===== src/rtl/instr_fetch_pkg.sv =====
// Shared definitions for the instruction fetch slice.
// Contents: default reset PC, ISA word size, fetch FSM state encoding and a
// helper that sizes occupancy counters for a given queue depth.
package instr_fetch_pkg;

    localparam logic [31:0] RESET_PC_DEFAULT = 32'h0000_0000;
    localparam int unsigned WORD_BYTES       = 4;

    typedef enum logic [0:0] {
        StRun   = 1'b0,
        StFlush = 1'b1
    } fetch_state_e;

    // Bits needed to hold an occupancy count of 0..depth inclusive.
    function automatic int unsigned cnt_width(input int unsigned depth);
        return $clog2(depth + 1);
    endfunction

endpackage


===== src/rtl/instr_fetch_if.sv =====
// Bundle of fetch-unit signals: redirect input, instruction memory
// request/response channel and the decode-facing fetch channel.
//   master : the fetch unit (drives imem request and fetch outputs)
//   slave  : the environment (core pipeline + instruction memory)
interface instr_fetch_if;

    logic        redirect_valid;
    logic [31:0] redirect_pc;
    logic        imem_req_valid;
    logic        imem_req_ready;
    logic [31:0] imem_req_addr;
    logic        imem_rsp_valid;
    logic [31:0] imem_rsp_data;
    logic        fetch_valid;
    logic        fetch_ready;
    logic [31:0] fetch_instr;
    logic [31:0] fetch_pc;

    modport master (
        input  redirect_valid, redirect_pc,
        input  imem_req_ready, imem_rsp_valid, imem_rsp_data, fetch_ready,
        output imem_req_valid, imem_req_addr,
        output fetch_valid, fetch_instr, fetch_pc
    );

    modport slave (
        output redirect_valid, redirect_pc,
        output imem_req_ready, imem_rsp_valid, imem_rsp_data, fetch_ready,
        input  imem_req_valid, imem_req_addr,
        input  fetch_valid, fetch_instr, fetch_pc
    );

endinterface


===== src/rtl/fetch_queue.sv =====
// Small circular FIFO used for both the fetched-instruction queue and the
// in-flight PC tracker.
// Ports: clk, rst (sync, active-high), flush_i (empties the queue and
// overrides push/pop), push_i/push_data_i, pop_i, head_o (zero when empty),
// count_o (current occupancy).
module fetch_queue
    import instr_fetch_pkg::*;
#(
    parameter int unsigned Depth = 2,
    parameter int unsigned Width = 32,
    localparam int unsigned CntW = cnt_width(Depth),
    localparam int unsigned PtrW = (Depth > 1) ? $clog2(Depth) : 1
) (
    input  logic             clk,
    input  logic             rst,
    input  logic             flush_i,
    input  logic             push_i,
    input  logic [Width-1:0] push_data_i,
    input  logic             pop_i,
    output logic [Width-1:0] head_o,
    output logic [CntW-1:0]  count_o
);

    logic [Width-1:0] mem_q [Depth];
    logic [PtrW-1:0]  rd_ptr_q, rd_ptr_d;
    logic [PtrW-1:0]  wr_ptr_q, wr_ptr_d;
    logic [CntW-1:0]  count_q, count_d;
    logic             do_push, do_pop;

    // Depth need not be a power of two, so wrap explicitly.
    function automatic logic [PtrW-1:0] ptr_inc(input logic [PtrW-1:0] p);
        return (p == PtrW'(Depth - 1)) ? '0 : p + PtrW'(1);
    endfunction

    always_comb begin
        do_pop   = pop_i && (count_q != '0);
        do_push  = push_i && ((count_q != CntW'(Depth)) || do_pop);
        rd_ptr_d = rd_ptr_q;
        wr_ptr_d = wr_ptr_q;
        count_d  = count_q;
        if (flush_i) begin
            rd_ptr_d = '0;
            wr_ptr_d = '0;
            count_d  = '0;
        end else begin
            if (do_pop) begin
                rd_ptr_d = ptr_inc(rd_ptr_q);
                count_d  = count_d - CntW'(1);
            end
            if (do_push) begin
                wr_ptr_d = ptr_inc(wr_ptr_q);
                count_d  = count_d + CntW'(1);
            end
        end
    end

    always_ff @(posedge clk) begin
        if (rst) begin
            rd_ptr_q <= '0;
            wr_ptr_q <= '0;
            count_q  <= '0;
        end else begin
            rd_ptr_q <= rd_ptr_d;
            wr_ptr_q <= wr_ptr_d;
            count_q  <= count_d;
            if (do_push && !flush_i) begin
                mem_q[wr_ptr_q] <= push_data_i;
            end
        end
    end

    assign head_o  = (count_q != '0) ? mem_q[rd_ptr_q] : '0;
    assign count_o = count_q;

endmodule


===== src/rtl/instr_fetch.sv =====
// Instruction fetch unit: issues word-aligned fetches from the PC, tracks
// in-flight request PCs, queues returned instructions for decode and
// discards stale responses after a redirect.
// Ports: clk, rst (sync, active-high), bus (instr_fetch_if.master) carrying
// redirect, imem request/response and decode fetch channels.
module instr_fetch
    import instr_fetch_pkg::*;
#(
    parameter logic [31:0] RESET_PC = RESET_PC_DEFAULT,
    parameter int unsigned QDEPTH   = 2
) (
    input  logic          clk,
    input  logic          rst,
    instr_fetch_if.master bus
);

    localparam int unsigned CntW = cnt_width(QDEPTH);

    fetch_state_e    state_q, state_d;
    logic [31:0]     pc_q, pc_d;
    logic [CntW-1:0] out_q, out_d;

    logic            redirect;
    logic            fetch_valid, pop_fire;
    logic            req_valid, req_fire;
    logic            rsp_ok, rsp_keep;
    logic [31:0]     credit_used;

    logic [63:0]     q_head;
    logic [CntW-1:0] q_count;
    logic [31:0]     trk_head;
    logic [CntW-1:0] trk_count;

    logic            unused_trk_count;
    logic            unused_redirect_lsb;
    assign unused_trk_count    = ^trk_count;
    assign unused_redirect_lsb = ^bus.redirect_pc[1:0];

    always_comb begin
        redirect    = !rst && bus.redirect_valid;
        fetch_valid = !rst && (state_q == StRun) && !redirect && (q_count != '0);
        pop_fire    = fetch_valid && bus.fetch_ready;
        // A slot freed by this cycle's pop is immediately reusable, which is
        // what lets the unit sustain one fetch per cycle.
        credit_used = 32'(out_q) + 32'(q_count) - 32'(pop_fire);
        req_valid   = !rst && (state_q == StRun) && !redirect && (credit_used < QDEPTH);
        req_fire    = req_valid && bus.imem_req_ready;
        // Responses with nothing outstanding are protocol errors; drop them.
        rsp_ok      = !rst && bus.imem_rsp_valid && (out_q != '0);
        rsp_keep    = rsp_ok && (state_q == StRun) && !redirect;
    end

    always_comb begin
        pc_d    = pc_q;
        out_d   = out_q;
        state_d = state_q;
        if (redirect) begin
            pc_d = {bus.redirect_pc[31:2], 2'b00};
            if (rsp_ok) out_d = out_q - CntW'(1);
            state_d = (out_d != '0) ? StFlush : StRun;
        end else begin
            unique case (state_q)
                StRun: begin
                    if (req_fire) begin
                        pc_d  = pc_q + 32'(WORD_BYTES);
                        out_d = out_d + CntW'(1);
                    end
                    if (rsp_ok) out_d = out_d - CntW'(1);
                end
                StFlush: begin
                    if (rsp_ok) out_d = out_q - CntW'(1);
                    if (out_d == '0) state_d = StRun;
                end
                default: state_d = StRun;
            endcase
        end
    end

    always_ff @(posedge clk) begin
        if (rst) begin
            state_q <= StRun;
            pc_q    <= RESET_PC;
            out_q   <= '0;
        end else begin
            state_q <= state_d;
            pc_q    <= pc_d;
            out_q   <= out_d;
        end
    end

    fetch_queue #(
        .Depth (QDEPTH),
        .Width (64)
    ) u_instr_q (
        .clk         (clk),
        .rst         (rst),
        .flush_i     (redirect),
        .push_i      (rsp_keep),
        .push_data_i ({bus.imem_rsp_data, trk_head}),
        .pop_i       (pop_fire),
        .head_o      (q_head),
        .count_o     (q_count)
    );

    fetch_queue #(
        .Depth (QDEPTH),
        .Width (32)
    ) u_pc_trk (
        .clk         (clk),
        .rst         (rst),
        .flush_i     (redirect),
        .push_i      (req_fire),
        .push_data_i (pc_q),
        .pop_i       (rsp_keep),
        .head_o      (trk_head),
        .count_o     (trk_count)
    );

    assign bus.imem_req_valid = req_valid;
    assign bus.imem_req_addr  = pc_q;
    assign bus.fetch_valid    = fetch_valid;
    assign bus.fetch_instr    = fetch_valid ? q_head[63:32] : '0;
    assign bus.fetch_pc       = fetch_valid ? q_head[31:0] : '0;

endmodule

===== src/flat_wrapper.sv =====
// flat-port wrapper written by rule: the top's interface ports become plain ports
module instr_fetch_flat import instr_fetch_pkg::*;
#(
    parameter logic [31:0] RESET_PC = RESET_PC_DEFAULT,
    parameter int unsigned QDEPTH   = 2
)
  (clk, rst, bus_redirect_valid, bus_redirect_pc, bus_imem_req_ready, bus_imem_rsp_valid, bus_imem_rsp_data, bus_fetch_ready, bus_imem_req_valid, bus_imem_req_addr, bus_fetch_valid, bus_fetch_instr, bus_fetch_pc);
  instr_fetch_if bus_i ();
  input  logic clk;
  input  logic rst;
  input wire logic [$bits(bus_i.redirect_valid)-1:0] bus_redirect_valid;
  input wire logic [$bits(bus_i.redirect_pc)-1:0] bus_redirect_pc;
  input wire logic [$bits(bus_i.imem_req_ready)-1:0] bus_imem_req_ready;
  input wire logic [$bits(bus_i.imem_rsp_valid)-1:0] bus_imem_rsp_valid;
  input wire logic [$bits(bus_i.imem_rsp_data)-1:0] bus_imem_rsp_data;
  input wire logic [$bits(bus_i.fetch_ready)-1:0] bus_fetch_ready;
  output wire logic [$bits(bus_i.imem_req_valid)-1:0] bus_imem_req_valid;
  output wire logic [$bits(bus_i.imem_req_addr)-1:0] bus_imem_req_addr;
  output wire logic [$bits(bus_i.fetch_valid)-1:0] bus_fetch_valid;
  output wire logic [$bits(bus_i.fetch_instr)-1:0] bus_fetch_instr;
  output wire logic [$bits(bus_i.fetch_pc)-1:0] bus_fetch_pc;
  assign bus_i.redirect_valid = bus_redirect_valid;
  assign bus_i.redirect_pc = bus_redirect_pc;
  assign bus_i.imem_req_ready = bus_imem_req_ready;
  assign bus_i.imem_rsp_valid = bus_imem_rsp_valid;
  assign bus_i.imem_rsp_data = bus_imem_rsp_data;
  assign bus_i.fetch_ready = bus_fetch_ready;
  assign bus_imem_req_valid = bus_i.imem_req_valid;
  assign bus_imem_req_addr = bus_i.imem_req_addr;
  assign bus_fetch_valid = bus_i.fetch_valid;
  assign bus_fetch_instr = bus_i.fetch_instr;
  assign bus_fetch_pc = bus_i.fetch_pc;
  instr_fetch #(.RESET_PC(RESET_PC), .QDEPTH(QDEPTH)) u_core (.clk(clk), .rst(rst), .bus(bus_i));
endmodule

===== config.mk =====
export PLATFORM = sky130hd
export DESIGN_NAME = instr_fetch_flat
export DESIGN_NICKNAME = d
export VERILOG_FILES = /design/src/rtl/instr_fetch_pkg.sv /design/src/rtl/instr_fetch_if.sv /design/src/rtl/fetch_queue.sv /design/src/rtl/instr_fetch.sv /design/src/flat_wrapper.sv
export SDC_FILE = /design/constraint.sdc
export NUM_CORES = 1
export LEC_CHECK = 0
export CORE_MARGIN = 1.5
export CORE_UTILIZATION = 55
export DETAILED_ROUTE_END_ITERATION = 16
export PLACE_DENSITY = 0.92
export RECOVER_POWER = 25
export SETUP_SLACK_MARGIN = 0.4
export SLEW_MARGIN = 20
export SYNTH_ARGS = -nofsm -noshare
export SYNTH_HDL_FRONTEND = slang
export SYNTH_SLANG_ARGS = --single-unit

===== constraint.sdc =====
create_clock -name clk -period 11.1 [get_ports clk]
set_input_delay 2.22 -clock clk [delete_from_list [all_inputs] [get_ports clk]]
set_output_delay 2.22 -clock clk [all_outputs]
set_load 0.01 [all_outputs]

==> flow_results.xml <==
<?xml version="1.0" encoding="UTF-8"?>
<metrics>
  <group name="pwr">
    <metric name="power" unit="uW">1790</metric>
    <metric name="pwr_density_cell" unit="nW/um2">147</metric>
    <metric name="power.switching" unit="uW">376</metric>
    <metric name="leakagePower" unit="uW">0.00386</metric>
    <metric name="clock_power_share" unit="">0.402</metric>
    <metric name="share_comb_of_total_power" unit="">0.060</metric>
    <metric name="ir_worst_vdd" unit="mV">0.0938</metric>
    <metric name="switching_share_of_power" unit="">0.211</metric>
    <metric name="internal_power_consumption" unit="uW">1410</metric>
    <metric name="share_of_power_burned_in_registers" unit="">0.538</metric>
  </group>
  <group name="place">
    <metric name="dp.final_hpwl" unit="mm">12.7</metric>
    <metric name="postPlaceCellArea" unit="um2">11400</metric>
    <metric name="place.gp.congestion" unit="">0.833</metric>
    <metric name="io_buffers" unit="">161</metric>
  </group>
  <group name="timing">
    <metric name="slew_headroom" unit="">-0.188</metric>
    <metric name="tightestPinTransition" unit="ns">1.78</metric>
    <metric name="timing.final.crit_period" unit="ns">7.33</metric>
    <metric name="fmax" unit="GHz">0.136</metric>
    <metric name="final_worst_hold_slack" unit="ns">0.537</metric>
    <metric name="final_max_slew_viol_count" unit="">31</metric>
    <metric name="skew" unit="ns">0.0152</metric>
    <metric name="rsz0062_at_grt" unit="">no</metric>
    <metric name="setup_total_negative_slack" unit="ns">0</metric>
    <metric name="timing.final.setup_violations" unit="">0</metric>
    <metric name="final.period_utilization" unit="">0.660</metric>
    <metric name="report.final.hold_viol_count" unit="">0</metric>
  </group>
  <group name="clocking">
    <metric name="cts.htree.levels" unit="">1</metric>
    <metric name="tritoncts" unit="">built</metric>
    <metric name="postCtsResizedCells" unit="">0</metric>
    <metric name="hold_buffers_post_cts" unit="">0</metric>
    <metric name="clockBufferDepth" unit="">3</metric>
    <metric name="tritoncts_num_sinks" unit="">227</metric>
    <metric name="cts.root.buffer_cell" unit="">clkbuf_16</metric>
    <metric name="post_cts_buffers" unit="">0</metric>
    <metric name="cts_made_buffers" unit="">23</metric>
    <metric name="insertion_delay" unit="ns">0.51</metric>
    <metric name="clkTransAtPathRegs" unit="ns">0.07</metric>
  </group>
  <group name="global_routing">
    <metric name="number_of_antenna_violations_at_the_first_check_in_global_routing" unit="">0</metric>
    <metric name="largest_net_degree_at_the_start_of_global_routing" unit="">64</metric>
    <metric name="grt_pass1_wl" unit="mm">31.0</metric>
    <metric name="first_global_vias" unit="">6233</metric>
    <metric name="total_track_usage" unit="">0.215</metric>
    <metric name="grt_overflow" unit="">0</metric>
  </group>
  <group name="die">
    <metric name="effective_utilization_at_floorplan" unit="">0.559</metric>
    <metric name="total_number_of_placement_rows" unit="">48</metric>
    <metric name="die_w" unit="um">135</metric>
    <metric name="die_area" unit="um2">18300</metric>
    <metric name="top_level_ports" unit="">168</metric>
    <metric name="core_region_area" unit="um2">17200</metric>
    <metric name="die_height" unit="um">135</metric>
  </group>
  <group name="synthesis">
    <metric name="synth_most_common_cell" unit="">edfxtp_1</metric>
    <metric name="fraction_of_registers_with_async_set_or_reset_after_synthesis" unit="">0</metric>
    <metric name="post_synth_instance_area" unit="um2">9610</metric>
    <metric name="synth_top_area_cell" unit="">edfxtp_1</metric>
    <metric name="cell_variety_after_synth" unit="">55</metric>
    <metric name="most_common_flop_cell_mapped_by_yosys" unit="">edfxtp_1</metric>
    <metric name="synth_top_cells_by_area" unit="">edfxtp_1, mux2i_1, dfxtp_1, nor2_1, a21oi_1</metric>
    <metric name="yosysSeqAreaShare" unit="">0.665</metric>
    <metric name="ys.warnings.count" unit="">0</metric>
    <metric name="count_of_flip_flops_with_a_built_in_enable_after_synthesis" unit="">184</metric>
    <metric name="post_synth_inst_count" unit="">738</metric>
    <metric name="syn-mean-instance-area" unit="um2">13.0</metric>
    <metric name="synth.ff_latch_count" unit="">227</metric>
    <metric name="netlist_top_cells_count" unit="">edfxtp_1, nor2_1, mux2i_1, dfxtp_1, nand2_1</metric>
    <metric name="area_fraction_of_the_dominant_cell_type_after_synthesis" unit="">0.575</metric>
  </group>
  <group name="drt">
    <metric name="route.detailed.wl_per_inst" unit="um">17.4</metric>
    <metric name="number_of_routed_nets_with_antenna_violations" unit="">0</metric>
    <metric name="drc" unit="">0</metric>
    <metric name="drt_pass1_iterations" unit="">5</metric>
    <metric name="via_per_inst" unit="">5.62</metric>
    <metric name="dr.first_iter.drc_count" unit="">442</metric>
    <metric name="overall_via_count_from_detail_route" unit="">6384</metric>
    <metric name="detail_route.wirelength" unit="mm">19.7</metric>
  </group>
  <group name="worst_setup_path">
    <metric name="critPathBufInv" unit="">3</metric>
    <metric name="cp-end-kind" unit="">output port</metric>
    <metric name="cp_top_family" unit="">simple AND/OR/NAND/NOR gates</metric>
    <metric name="timing.critical_path.slowest_cell_delay" unit="ns">0.59</metric>
    <metric name="worst_setup_path_start_kind" unit="">input pin</metric>
    <metric name="timing.critical_path.arrival" unit="ns">5.11</metric>
    <metric name="crit_required" unit="ns">8.88</metric>
    <metric name="critical_path_peak_fanout" unit="">37</metric>
    <metric name="crit_path_top_delay_cell" unit="">clkdlybuf4s50_1</metric>
    <metric name="critPathKind" unit="">in -&gt; out</metric>
    <metric name="worstPathCellList" unit="">clkdlybuf4s50_1, buf_4, or3_4, or2_2, nor2_1, ha_1, ha_1, nor2b_1, nand3_1, nor2_1, clkdlybuf4s50_1</metric>
  </group>
  <group name="layout">
    <metric name="synthesis_to_finish_area_growth" unit="%">26.1</metric>
    <metric name="insertedDiodeCount" unit="">0</metric>
    <metric name="num-fill-cells" unit="">1173</metric>
    <metric name="utilization_after_layout" unit="">0.705</metric>
    <metric name="drive_above_1_share" unit="">0.0735</metric>
    <metric name="layout.nets" unit="">974</metric>
    <metric name="postLayoutCellArea" unit="um2">12100</metric>
  </group>
  <group name="min_path">
    <metric name="type_of_the_worst_min_delay_path" unit="">reg -&gt; reg</metric>
  </group>
  <group name="job">
    <metric name="maxCapViolations" unit="">1</metric>
  </group>
  <group name="outcome">
    <metric name="violated_checks" unit="">max-capacitance violations, max-slew violations</metric>
    <metric name="outcome" unit="">finished, violations left</metric>
  </group>
</metrics>
## area by class of cell
type | instances | area (um2) | area share
multi-input cells | 456 | 2970 | 0.245
clock buffers | 32 | 659 | 0.0544
clock inverters | 10 | 57.6 | 0.00475
well taps | 225 | 282 | 0.0232
flip-flops and latches | 227 | 6390 | 0.527
repair buffers | 170 | 1700 | 0.140
inverters | 16 | 60.1 | 0.00496
## registers in the layout, indices dropped and copies added, names as in the netlist, named ones only
signal                     flops
u_core.bus.imem_req_addr      30
u_core.out_q                   2
u_core.state_q                 1
u_core.u_instr_q.count_o       2
u_core.u_instr_q.mem_q       124
u_core.u_instr_q.rd_ptr_q      1
u_core.u_instr_q.wr_ptr_q      1
u_core.u_pc_trk.count_o        2
u_core.u_pc_trk.mem_q         60
u_core.u_pc_trk.rd_ptr_q       1
u_core.u_pc_trk.wr_ptr_q       1
## metrics by stage
stage | instances | setup slack, ns
2_1_floorplan | 741 | 4.44
3_3_place_gp | 1093 | 3.53
3_5_place_dp | 1093 | 3.46
4_1_cts | 1135 | 3.45
5_1_grt | 1136 | 3.55
6_report | 1136 | 3.77
## power groups by stage
stage	clock [uW]	sequential (uW)	combinational, uW
final	718	960	107
after global routing	767	962	117
after CTS	733	959	107
after detailed placement	0	977	106
after global placement	0	976	102
after floorplan	0	974	53.0
## metal layers
| layer | up-vias | track usage | routed length [um] |
|---|---|---|---|
| li1 | 3032 | - | - |
| met1 | 3030 | 0.282 | 8080 |
| met2 | 291 | 0.372 | 9710 |
| met3 | 31 | 0.0355 | 1610 |
| met4 | 0 | 0.0639 | 329 |
| met5 | - | 0 | 0 |
## placed cells by master, fill, tap and decap left out, types with 5 or more instances in the layout
master	synthesis	final
clkdlybuf4s50_1	0	157
buf_4	5	8
inv_1	16	16
clkbuf_16	0	23
xor2_1	5	5
xnor2_1	8	8
or3_1	9	8
nor3_1	11	11
mux2i_1	95	95
a21oi_1	25	25
nand4b_1	5	5
and3_1	7	7
nand2_1	33	33
clkbuf_8	0	5
clkinv_2	0	6
nor2_1	131	129
nand4_1	12	12
dfxtp_1	43	42
nand3_1	17	17
edfxtp_1	184	184
o21ai_0	13	13
ha_1	9	9
a31oi_1	15	15
## worst paths after layout
check | startpoint | end | slack, ns | depth (start not counted)
setup / recovery | rst | bus_imem_req_valid | 3.77 | 11
hold / removal | u_core.u_pc_trk.count_o[0]$_SDFF_PP0_ | u_core.u_pc_trk.count_o[0]$_SDFF_PP0_ | 0.54 | 1
setup reg to reg | u_core.u_instr_q.count_o[0]$_SDFF_PP0_ | u_core.u_pc_trk.mem_q[0][18]$_DFFE_PP_ | 7.02 | 13
hold reg to reg | u_core.u_pc_trk.count_o[0]$_SDFF_PP0_ | u_core.u_pc_trk.count_o[0]$_SDFF_PP0_ | 0.54 | 1
## kinds of logic (layout without fill, tap and decap cells)
kind of cell             Yosys count  in the layout  synth area share
multiplexers                      97             97             0.101
AND/OR/NAND/NOR                  252            252             0.126
buffers and inverters             58            228            0.0293
AO/OA/AOI/OAI                     80             80            0.0524
other                              1              4          0.000390
XOR/XNOR                          13             13            0.0119
adder cells (fa/ha/maj)           10             10            0.0138
flip-flops                       227            227             0.665
Power figures use the tool's default switching activity.
